## src/rtl/counter_scheduler_pkg.sv

```systemverilog
// Shared types and the round-robin pick helper for the counter scheduler.
// Requester indices are carried at a fixed width, so up to MaxReq requesters are supported.
package counter_scheduler_pkg;

  typedef enum logic [1:0] {
    IDLE  = 2'd0,
    COUNT = 2'd1,
    DONE  = 2'd2
  } sched_state_t;

  localparam int unsigned MaxReq = 32;
  localparam int unsigned IdxW   = 5;

  typedef struct packed {
    logic            valid;
    logic [IdxW-1:0] idx;
  } rr_pick_t;

  // First set request searching upward from ptr+1, wrapping at n.
  function automatic rr_pick_t rr_pick(input logic [MaxReq-1:0] req,
                                       input logic [IdxW-1:0]   ptr,
                                       input int unsigned       n);
    rr_pick_t        r;
    int unsigned     j;
    logic [IdxW-1:0] jj;
    r = '0;
    for (int unsigned k = 1; k <= MaxReq; k++) begin
      j  = (32'(ptr) + k) % n;
      jj = IdxW'(j);
      if (k <= n && !r.valid && req[jj]) begin
        r.valid = 1'b1;
        r.idx   = jj;
      end
    end
    return r;
  endfunction

endpackage

```

## src/rtl/up_counter_core.sv

```systemverilog
// Free-standing up-counter with synchronous clear and count enable.
module up_counter_core #(
  parameter int unsigned CNT_W = 4
) (
  input  logic             clk,
  input  logic             rst,
  input  logic             clr,
  input  logic             en,
  output logic [CNT_W-1:0] cuenta
);

  always_ff @(posedge clk or negedge rst) begin
    if (!rst) begin
      cuenta <= '0;
    end else if (clr) begin
      cuenta <= '0;
    end else if (en) begin
      cuenta <= cuenta + 1'b1;
    end
  end

endmodule

```

## src/rtl/counter_scheduler.sv

```systemverilog
// Round-robin scheduler that lends one up-counter to N_REQ requesters, one interval at a time.
// Each granted interval lasts target+1 counted ticks and ends with a done pulse to the owner.
module counter_scheduler
  import counter_scheduler_pkg::*;
#(
  parameter int unsigned N_REQ = 2,
  parameter int unsigned CNT_W = 4
) (
  input  logic                   clk,
  input  logic                   rst,
  input  logic [N_REQ-1:0]       req,
  input  logic [N_REQ*CNT_W-1:0] target,
  output logic [N_REQ-1:0]       grant,
  output logic [N_REQ-1:0]       done,
  output logic                   busy,
  output logic [CNT_W-1:0]       cuenta
);

  sched_state_t      state;
  logic [IdxW-1:0]   rr_ptr;
  logic [IdxW-1:0]   owner;
  logic [CNT_W-1:0]  tgt_q;
  logic [MaxReq-1:0] req_ext;
  logic [CNT_W-1:0]  tgt_arr [MaxReq];
  rr_pick_t          pick;
  logic              owner_req;
  logic              at_tgt;
  logic              clr;
  logic              en;

  // Widen to the package index space so every select uses a full-width index.
  assign req_ext = MaxReq'(req);

  for (genvar i = 0; i < MaxReq; i++) begin : g_tgt
    if (i < N_REQ) begin : g_used
      assign tgt_arr[i] = target[i*CNT_W +: CNT_W];
    end else begin : g_unused
      assign tgt_arr[i] = '0;
    end
  end

  assign pick      = rr_pick(req_ext, rr_ptr, N_REQ);
  assign owner_req = req_ext[owner];
  assign at_tgt    = (cuenta == tgt_q);
  assign clr       = (state == IDLE) && pick.valid;
  assign en        = (state == COUNT) && owner_req && !at_tgt;
  assign busy      = (state != IDLE);

  up_counter_core #(
    .CNT_W (CNT_W)
  ) u_core (
    .clk    (clk),
    .rst    (rst),
    .clr    (clr),
    .en     (en),
    .cuenta (cuenta)
  );

  always_ff @(posedge clk or negedge rst) begin
    if (!rst) begin
      state  <= IDLE;
      grant  <= '0;
      done   <= '0;
      tgt_q  <= '0;
      owner  <= '0;
      rr_ptr <= IdxW'(N_REQ - 1);
    end else begin
      unique case (state)
        IDLE: begin
          done <= '0;
          if (pick.valid) begin
            grant  <= N_REQ'(MaxReq'(1) << pick.idx);
            tgt_q  <= tgt_arr[pick.idx];
            owner  <= pick.idx;
            rr_ptr <= pick.idx;
            state  <= COUNT;
          end
        end
        COUNT: begin
          // A dropped request abandons the interval silently.
          if (!owner_req) begin
            grant <= '0;
            state <= IDLE;
          end else if (at_tgt) begin
            done  <= grant;
            state <= DONE;
          end
        end
        DONE: begin
          done  <= '0;
          grant <= '0;
          state <= IDLE;
        end
        default: begin
          done  <= '0;
          grant <= '0;
          state <= IDLE;
        end
      endcase
    end
  end

endmodule
```

## config.mk

```make
export PLATFORM = sky130hd
export DESIGN_NAME = counter_scheduler
export DESIGN_NICKNAME = d
export VERILOG_FILES = /design/src/rtl/counter_scheduler_pkg.sv /design/src/rtl/up_counter_core.sv /design/src/rtl/counter_scheduler.sv
export SDC_FILE = /design/constraint.sdc
export NUM_CORES = 1
export LEC_CHECK = 0
export ABC_AREA = 0
export CORE_ASPECT_RATIO = 1.2
export CORE_MARGIN = 10
export CORE_UTILIZATION = 45
export DETAILED_ROUTE_END_ITERATION = 8
export GPL_ROUTABILITY_DRIVEN = 1
export PLACE_DENSITY = 0.81
export SLEW_MARGIN = 20
export SYNTH_ARGS = -nofsm -noshare
export SYNTH_HDL_FRONTEND = slang
export SYNTH_SLANG_ARGS = --single-unit
```

## constraint.sdc

```tcl
create_clock -name clk -period 4.5 [get_ports clk]
set_clock_uncertainty 0.15 [all_clocks]
set_input_delay 1.125 -clock clk [delete_from_list [all_inputs] [get_ports clk]]
set_output_delay 1.125 -clock clk [all_outputs]
set_load 0.05 [all_outputs]
```

* Yosys cells after proc, flatten, opt, wreduce, memory -nomap -nowiden
Cells that the tools add are included. W data, S select, Z words.
Word-level totals: register bits after elaboration 20, output and inout bits 9, word-level logic and storage cells 59
Cells by class: add/subtract/negate cells 3, $lt $le $gt $ge 4, equal/unequal tests 7, shifts and indexed selects 1, muxes and demuxes 23, bitwise gates (word level) 1, reductions and logical operators 13
Operators by type and width (number):
- $bmux W4 S5 | 1
- $mux W2 | 8
- $mux W4 | 4
- $lt A1 B6 Y1 const B | 2
- $mux W6 | 2
- $ne A2 B2 Y1 const B | 4
- $pmux W2 S2 | 2
- $reduce_and A2 Y1 | 4
- $ge A6 B6 Y1 const B | 1
- $lt A5 B6 Y1 const B | 1
- $not A5 Y6 | 1
- $bmux W1 S5 | 1
- $mux W1 | 5
- $shl A1 B5 Y2 const A | 1
- $add A4 B1 Y4 const B | 1
- $eq A4 B4 Y1 | 1
- $logic_and A1 B1 Y1 | 4
- $reduce_bool A2 Y1 | 2
- $ne A3 B3 Y1 const B | 1
- $add A1 B1 Y1 const B | 2
- $eq A2 B1 Y1 const B | 1
- $logic_not A1 Y1 | 2
- $logic_not A2 Y1 | 1

* Longest topological paths before layout
Gate-level depths: netlist of run 1.
word-level depth 11, gate-level depth with buffers 5

* Hierarchy
Synthesis of run 1 repeated with hierarchy kept, for this count alone.
Second synthesis, totals: cells, all modules 78, area total of the unflattened synthesis 825.8 sq um
Modules (own cells, without submodules):
- counter_scheduler | times used 1, cells an instance 62, area an instance 633.1 sq um, sequential area each 301.5 sq um
- up_counter_core | times used 1, cells an instance 16, area an instance 192.7 sq um, sequential area each 100.1 sq um

* Worst setup path after synthesis of run 1
OpenSTA, ideal clock, no wires.
kind input -> register, start input port req[1], end register u_core.cuenta[1], setup time 120 ps, arrival 1853 ps, data required time 4230 ps, path slack 2378 ps, stages on the path 4, path buffers 0, cells stage by stage mux2_2 -> and2_4 -> and3_1 -> a31o_1
Between the ends: cells in the longest elaborated chain, start to end 8, elaborated cells on any way between the ends 15, classes of those cells 9 x mux; 6 x reduce/logical
Ends and longest elaborated chain:
- start: declaration | line counter_scheduler.sv:11 | input logic [N_REQ-1:0] req,
- parallel branches: the longest is 8 deep, another holds $bmux W1 S5
- end signal: assignment | line up_counter_core.sv:18 | cuenta <= cuenta + 1'b1;
- end: declaration | line up_counter_core.sv:9 | output logic [CNT_W-1:0] cuenta
Several ways; the timed one is not identified. The select of a mux whose other input is x is not followed. A chain may end at the register's enable or synchronous reset.

* Worst setup path after layout of run 1
start register state[0], end output port busy
Between the ends: cells in the longest elaborated chain, start to end 1
Ends and longest elaborated chain:
- start: declaration | line counter_scheduler.sv:19 | sched_state_t state;
- start signal: assignment | line counter_scheduler.sv:61 | state <= IDLE;
- start signal: assignment | line counter_scheduler.sv:76 | state <= COUNT;
- start signal: assignment | line counter_scheduler.sv:83 | state <= IDLE;
- $reduce_bool A2 Y1 | line counter_scheduler.sv:47 | assign busy = (state != IDLE);
- end: declaration | line counter_scheduler.sv:15 | output logic busy,
Every way passes these cells.

==> results of run 1 <==
## power groups by stage
stage	registers [uW]	clock network, uW	logic [uW]
5_1_grt	255	103	356
3_3_place_gp	249	0	322
2_1_floorplan	302	0	179
6_report	247	96.3	325
3_5_place_dp	249	0	329
4_1_cts	248	96.4	329
## final timing paths
kind                                 from       end  slack [ns]  depth (start not counted)
worst min register to register   grant[0]  grant[0]        0.37                          1
worst max-delay path             state[0]      busy        1.53                          3
max in group asynchronous             rst   done[1]        2.66                          1
worst min-delay path             grant[0]  grant[0]        0.37                          1
worst max register to register  rr_ptr[0]  tgt_q[1]        2.86                          4
min in group asynchronous             rst  grant[0]        1.10                          1
## routing by layer
| metal | track usage | wire length [um] |
|---|---|---|
| met1 | 0.102 | 696 |
| met2 | 0.152 | 801 |
| met3 | 0.0481 | 151 |
| met4 | 0.0441 | 29 |
| met5 | 0 | 0 |
## cell type report
type	instances	share of cell area
inverter	11	0.0399
clock buffer	4	0.0350
multi-input combinational	46	0.322
timing repair buffer	20	0.193
tap	18	0.0217
sequential	16	0.388
## per-stage QoR
| step | hold WS [ns] | cells | instance area, sq um |
|---|---|---|---|
| 2_1_floorplan | 0.328 | 74 | 782 |
| 3_3_place_gp | 0.346 | 111 | 1000 |
| 3_5_place_dp | 0.351 | 111 | 1000 |
| 4_1_cts | 0.373 | 115 | 1040 |
| 5_1_grt | 0.404 | 115 | 1040 |
| 6_report | 0.369 | 115 | 1040 |
## cells in the mapped netlist
cell and count:
and2b_4 1, nand2_1 10, a31o_1 1, a2111oi_4 1
nor3_1 1, and2_4 1, buf_2 1, mux2i_1 5
nor2b_1 1, a222oi_1 4, and3_1 3, xnor2_1 4
nand3_1 2, o21ai_1 1, dfstp_2 1, a21oi_1 3
nor2_1 3, dfrtp_1 15, inv_1 11, ha_1 1
mux2_2 1, a21o_1 2, nand4_1 1
## worst max-delay path: stages, from the launching register on
cell and delay, ns:
dfrtp_1 0.46, nor2_1 0.09, inv_1 0.06, clkdlybuf4s50_1 0.79
## cell families (layout without fill, tap and decap cells)
family,count (synthesis),count (layout)
AND/OR/NAND/NOR,23,23
flip-flops,16,16
AO/OA/AOI/OAI,12,12
buffers and inverters,12,35
multiplexers,6,6
XOR/XNOR,4,4
adder cells (fa/ha/maj),1,1
## sequential cells by signal, indices dropped and copies added, names as in the netlist
signal         flops
rr_ptr             1
owner              1
u_core.cuenta      4
grant              2
state              2
tgt_q              4
done               2
==> flow_summary_export.csv, run 1 <==
group,metric,value,unit
logic_synthesis,synth-simple-area-share,0.146,
timing,setup_slack,1.53,ns
critical_path,crit_path_start_kind,"flop",
pwr,p_sw,286,uW
hold_path,hold_class,"flop to flop",
floorplan,design.core.area,1640,sq um
routing,vias_per_cell,5.50,
clock_network,cts-hold-fix-buffers,0,
routing,drt-initial-drc-count,32,
clock_network,clk_path_buf_depth,2,
final_layout,areaGrowthSynthToFinish,32.5,%
logic_synthesis,synthDistinctLibCells,23,
final_layout,nets,111,
logic_synthesis,synth_fa_ha_area_frac,0.0160,
timing,rsz0062_at_grt,"false",
timing,setup_viol,0,
critical_path,end_kind,"output pin",
logic_synthesis,synth_xor_area_frac,0.0448,
final_layout,multi_input_area,334,sq um
grt,overflow,0,
logic_synthesis,synth_cells,74,
grt,antenna_found_initial,0,
grt,grt_max_degree,17,
logic_synthesis,synth_top_cell_area_share,0.480,
clock_network,cts_setup_buffers,0,
logic_synthesis,ys.warnings.count,0,
logic_synthesis,syn_nets,87,
routing,firstDrtPassIters,4,
logic_synthesis,synth_top_family_by_area,"simple AND/OR/NAND/NOR gates",
final_layout,diodes,0,
clock_network,cts_tree,"done",
grt,grt_pass1_wl,2950,um
timing,fmax,337,MHz
timing,finalCritPeriodShare,0.660,
clock_network,path_clk_slew,0.10,ns
clock_network,clock_latency,0.29,ns
logic_synthesis,ys_top_cells_by_area,"dfrtp_1 (48%), mux2i_1 (6.4%), inv_1 (5.3%), a222oi_1 (5.1%), nand2_1 (4.8%)",
pwr,comb_power_share,0.487,
routing,wl_per_cell,14.6,um
logic_synthesis,synth-compound-area-share,0.142,
run,max_cap_viol_count,0,
placed_design,io_buffers,20,
floorplan,fp.dieW,58.1,um
final_layout,fillers,147,
final_layout,drive_gt1_frac,0.0928,
floorplan,pin_count,21,
pwr,p_int,382,uW
timing,drv_slew,0,
clock_network,cts-buffers-inserted,3,
final_layout,final_util,0.631,
floorplan,start_util,0.476,
logic_synthesis,synth_mux_area_frac,0.0784,
run_status,status,"finished clean",
routing,drc,0,
timing,relSlewSlack,0.531,
logic_synthesis,ys_seq_elements,16,
clock_network,clock-sinks,16,
pwr,ir_drop,0.328,mV
placed_design,dp_hpwl,1340,um
floorplan,rows,16,
routing,totalWireLength,1680,um
pwr,seq_power_share,0.369,
timing,min_period,2.97,ns
timing,tns,0,ns
critical_path,crit_fanout,5,
critical_path,critical_path_class,"flop to output pin",
final_layout,layout_commonest_cell,"clkdlybuf4s50_1",
pwr,netSwitchingFraction,0.429,
logic_synthesis,syn_avg_cell_area,10.6,sq um
clock_network,cts_resized,0,
final_layout,ff_latch_area,402,sq um
floorplan,die_area,3810,sq um
pwr,power.density,645,nW/um^2
logic_synthesis,ys_seq_area_frac,0.514,
floorplan,die_h,65.7,um
clock_network,cts_root_buf,"clkbuf_4",
pwr,total_leakage_power,0.000507,uW
routing,vias,633,
critical_path,crit_arrival,1.69,ns
clock_network,cts.htree.levels,1,
routing,ant_nets,0,
placed_design,gp_congestion,0.810,
critical_path,required,3.22,ns
logic_synthesis,synth.largest_area_cell,"dfrtp_1",
placed_design,dp_slack,1.72,ns
final_layout,final_cell_mix,"clkdlybuf4s50_1 (20), dfrtp_1 (15), inv_1 (11)",
grt,grt_pass1_vias,682,
pwr,power.share.clock,0.144,
grt,groute.usage.overall,0.0953,
logic_synthesis,syn_area,782,sq um
timing,worst_pin_slew,0.702,ns
pwr,total_power,668,uW
timing,hold_violations,0,
(Power assumes the default switching activity.)
==> inputs of run 2 (changes only) <==
--- a/config.mk
+++ b/config.mk
@@ -8,10 +8,10 @@
 export ABC_AREA = 0
 export CORE_ASPECT_RATIO = 1.2
 export CORE_MARGIN = 10
-export CORE_UTILIZATION = 45
+export CORE_UTILIZATION = 41
 export DETAILED_ROUTE_END_ITERATION = 8
 export GPL_ROUTABILITY_DRIVEN = 1
-export PLACE_DENSITY = 0.81
+export PLACE_DENSITY = 0.78
 export SLEW_MARGIN = 20
 export SYNTH_ARGS = -nofsm -noshare
 export SYNTH_HDL_FRONTEND = slang
==> constraint.sdc (replaced) <==
create_clock -name clk -period 2.45 [get_ports clk]
set_clock_uncertainty 0.15 [all_clocks]
set_input_delay 0.6125 -clock clk [delete_from_list [all_inputs] [get_ports clk]]
set_output_delay 0.6125 -clock clk [all_outputs]
set_load 0.05 [all_outputs]
==> flow_summary_export.csv, run 2 (synthesis gave the netlist of run 1 again) <==
group,metric,value,unit
run_status,status,"finished clean",
clock_network,clock-sinks,16,
timing,fmax,423,MHz
timing,hold_slack,0.361,ns
grt,grt_pass1_vias,677,
timing,hold_violations,0,
routing,totalWireLength,1760,um
grt,grtUsageMet3,0.0389,
hold_path,hp-start,"grant[0]",
clock_network,cts_setup_buffers,0,
critical_path,critical_path_class,"flop to output pin",
routing,wl_per_cell,15.1,um
grt,grt_pass1_wl,2930,um
hold_path,holdPathEnd,"grant[0]",
pwr,p_int,707,uW
critical_path,critPathSlowestCell,"clkdlybuf4s50_1",
pwr,p_sw,532,uW
clock_network,clock_latency,0.29,ns
timing,rsz0062_at_grt,"false",
timing,finalCritPeriodShare,0.965,
critical_path,r2r_start,"rr_ptr[0]",
timing,min_period,2.36,ns
floorplan,rows,17,
floorplan,design.core.area,1830,sq um
timing,setup_slack,0.0870,ns
critical_path,crit_chain,"clkdlybuf4s50_1",
critical_path,end_kind,"output pin",
final_layout,drive_gt1_frac,0.112,
pwr,comb_power_share,0.490,
placed_design,dp_hpwl,1380,um
grt,groute.usage.overall,0.0950,
critical_path,rr_worst_depth,4,
timing,tns,0,ns
floorplan,pin_count,21,
clock_network,cts_resized,0,
floorplan,start_util,0.427,
critical_path,crit_path_start_kind,"flop",
routing,vias_per_cell,5.42,
critical_path,required,1.69,ns
pwr,total_power,1240,uW
hold_path,hold_class,"flop to flop",
critical_path,cpPeakStageDelay,0.85,ns
pwr,power.density,1190,nW/um^2
run,max_cap_viol_count,0,
routing,vias,634,
pwr,netSwitchingFraction,0.429,
final_layout,layout_commonest_cell,"clkdlybuf4s50_1",
routing,drt-initial-drc-count,34,
pwr,power.share.clock,0.143,
critical_path,crit_arrival,1.60,ns
clock_network,path_clk_slew,0.10,ns
grt,use_met2,0.156,
final_layout,nets,112,
timing,worst_pin_slew,0.692,ns
grt,gr-max-usage-layer,"met2",
clock_network,clk_path_buf_depth,2,
final_layout,areaGrowthSynthToFinish,33.3,%
clock_network,cts-buffers-inserted,3,
hold_path,min_path_cells,1,
routing,ant_nets,0,
placed_design,io_buffers,20,
floorplan,die_area,4060,sq um
critical_path,crit_fanout,6,
grt,antenna_found_initial,0,
placed_design,gp_congestion,0.784,
routing,drc,0,
grt,overflow,0,
critical_path,rr_endpoint,"tgt_q[1]",
final_layout,fillers,160,
floorplan,die_h,67.8,um
clock_network,cts.htree.levels,1,
pwr,ir_drop,0.523,mV
pwr,seq_power_share,0.367,
grt,grt_max_degree,17,
routing,firstDrtPassIters,5,
critical_path,cp_top_family,"buffers and inverters",
placed_design,dp_slack,0.246,ns
clock_network,cts_root_buf,"clkbuf_4",
critical_path,worst-path-buf-inv,1,
grt,grt_use_met1,0.0863,
clock_network,cts_tree,"done",
timing,relSlewSlack,0.537,
critical_path,r2r_slack,0.80,ns
pwr,total_leakage_power,0.000512,uW
final_layout,biggestRegsByFlops,"tgt_q: 4 flops, u_core.cuenta: 4 flops",
final_layout,diodes,0,
clock_network,cts-hold-fix-buffers,0,
final_layout,final_cell_mix,"clkdlybuf4s50_1 (19), dfrtp_1 (15), inv_1 (11)",
floorplan,fp.dieW,59.9,um
timing,drv_slew,0,
timing,setup_viol,0,
run 2: power groups by stage:
stage | registers, uW | clock network, uW | logic (uW)
2_1_floorplan | 554 | 0 | 329
3_3_place_gp | 454 | 0 | 602
3_5_place_dp | 459 | 0 | 616
4_1_cts | 453 | 182 | 618
5_1_grt | 465 | 193 | 670
6_report | 455 | 178 | 607
run 2: layout make-up:
| cell class | instances | area, sq um | area share |
|---|---|---|---|
| Sequential cell | 16 | 402 | 0.385 |
| Tap cell | 19 | 23.8 | 0.0228 |
| Inverter | 11 | 41.3 | 0.0396 |
| Multi-Input combinational cell | 46 | 334 | 0.321 |
| Clock buffer | 4 | 36.3 | 0.0348 |
| Timing Repair Buffer | 21 | 205 | 0.197 |
run 2: per-layer routing:
metal	part of all wire	routed length [um]	vias to the layer above
met5	0	0	-
met4	0.039	68	0
met3	0.11	197	4
met2	0.47	834	20
met1	0.38	661	309
li1	-	-	301
run 2: through the flow:
stage,utilization,cells,instance area [sq um]
floorplan,-,74,782
detailed placement,0.550,113,1010
global route,0.570,117,1040
CTS,0.570,117,1040
global placement,0.550,113,1010
finish,0.570,117,1040
run 2: how the worst max path moves through the flow:
| stage | from | end | slack (ns) | depth (start not counted) |
|---|---|---|---|---|
| floorplan | u_core.cuenta[0] | u_core.cuenta[1] | 0.74 | 4 |
| global placement | req[1] | u_core.cuenta[1] | 0.28 | 5 |
| detailed placement | req[1] | u_core.cuenta[1] | 0.25 | 5 |
| CTS | u_core.cuenta[0] | cuenta[0] | 0.08 | 1 |
| global route | u_core.cuenta[0] | cuenta[0] | 0.04 | 1 |
| finish | u_core.cuenta[0] | cuenta[0] | 0.09 | 1 |
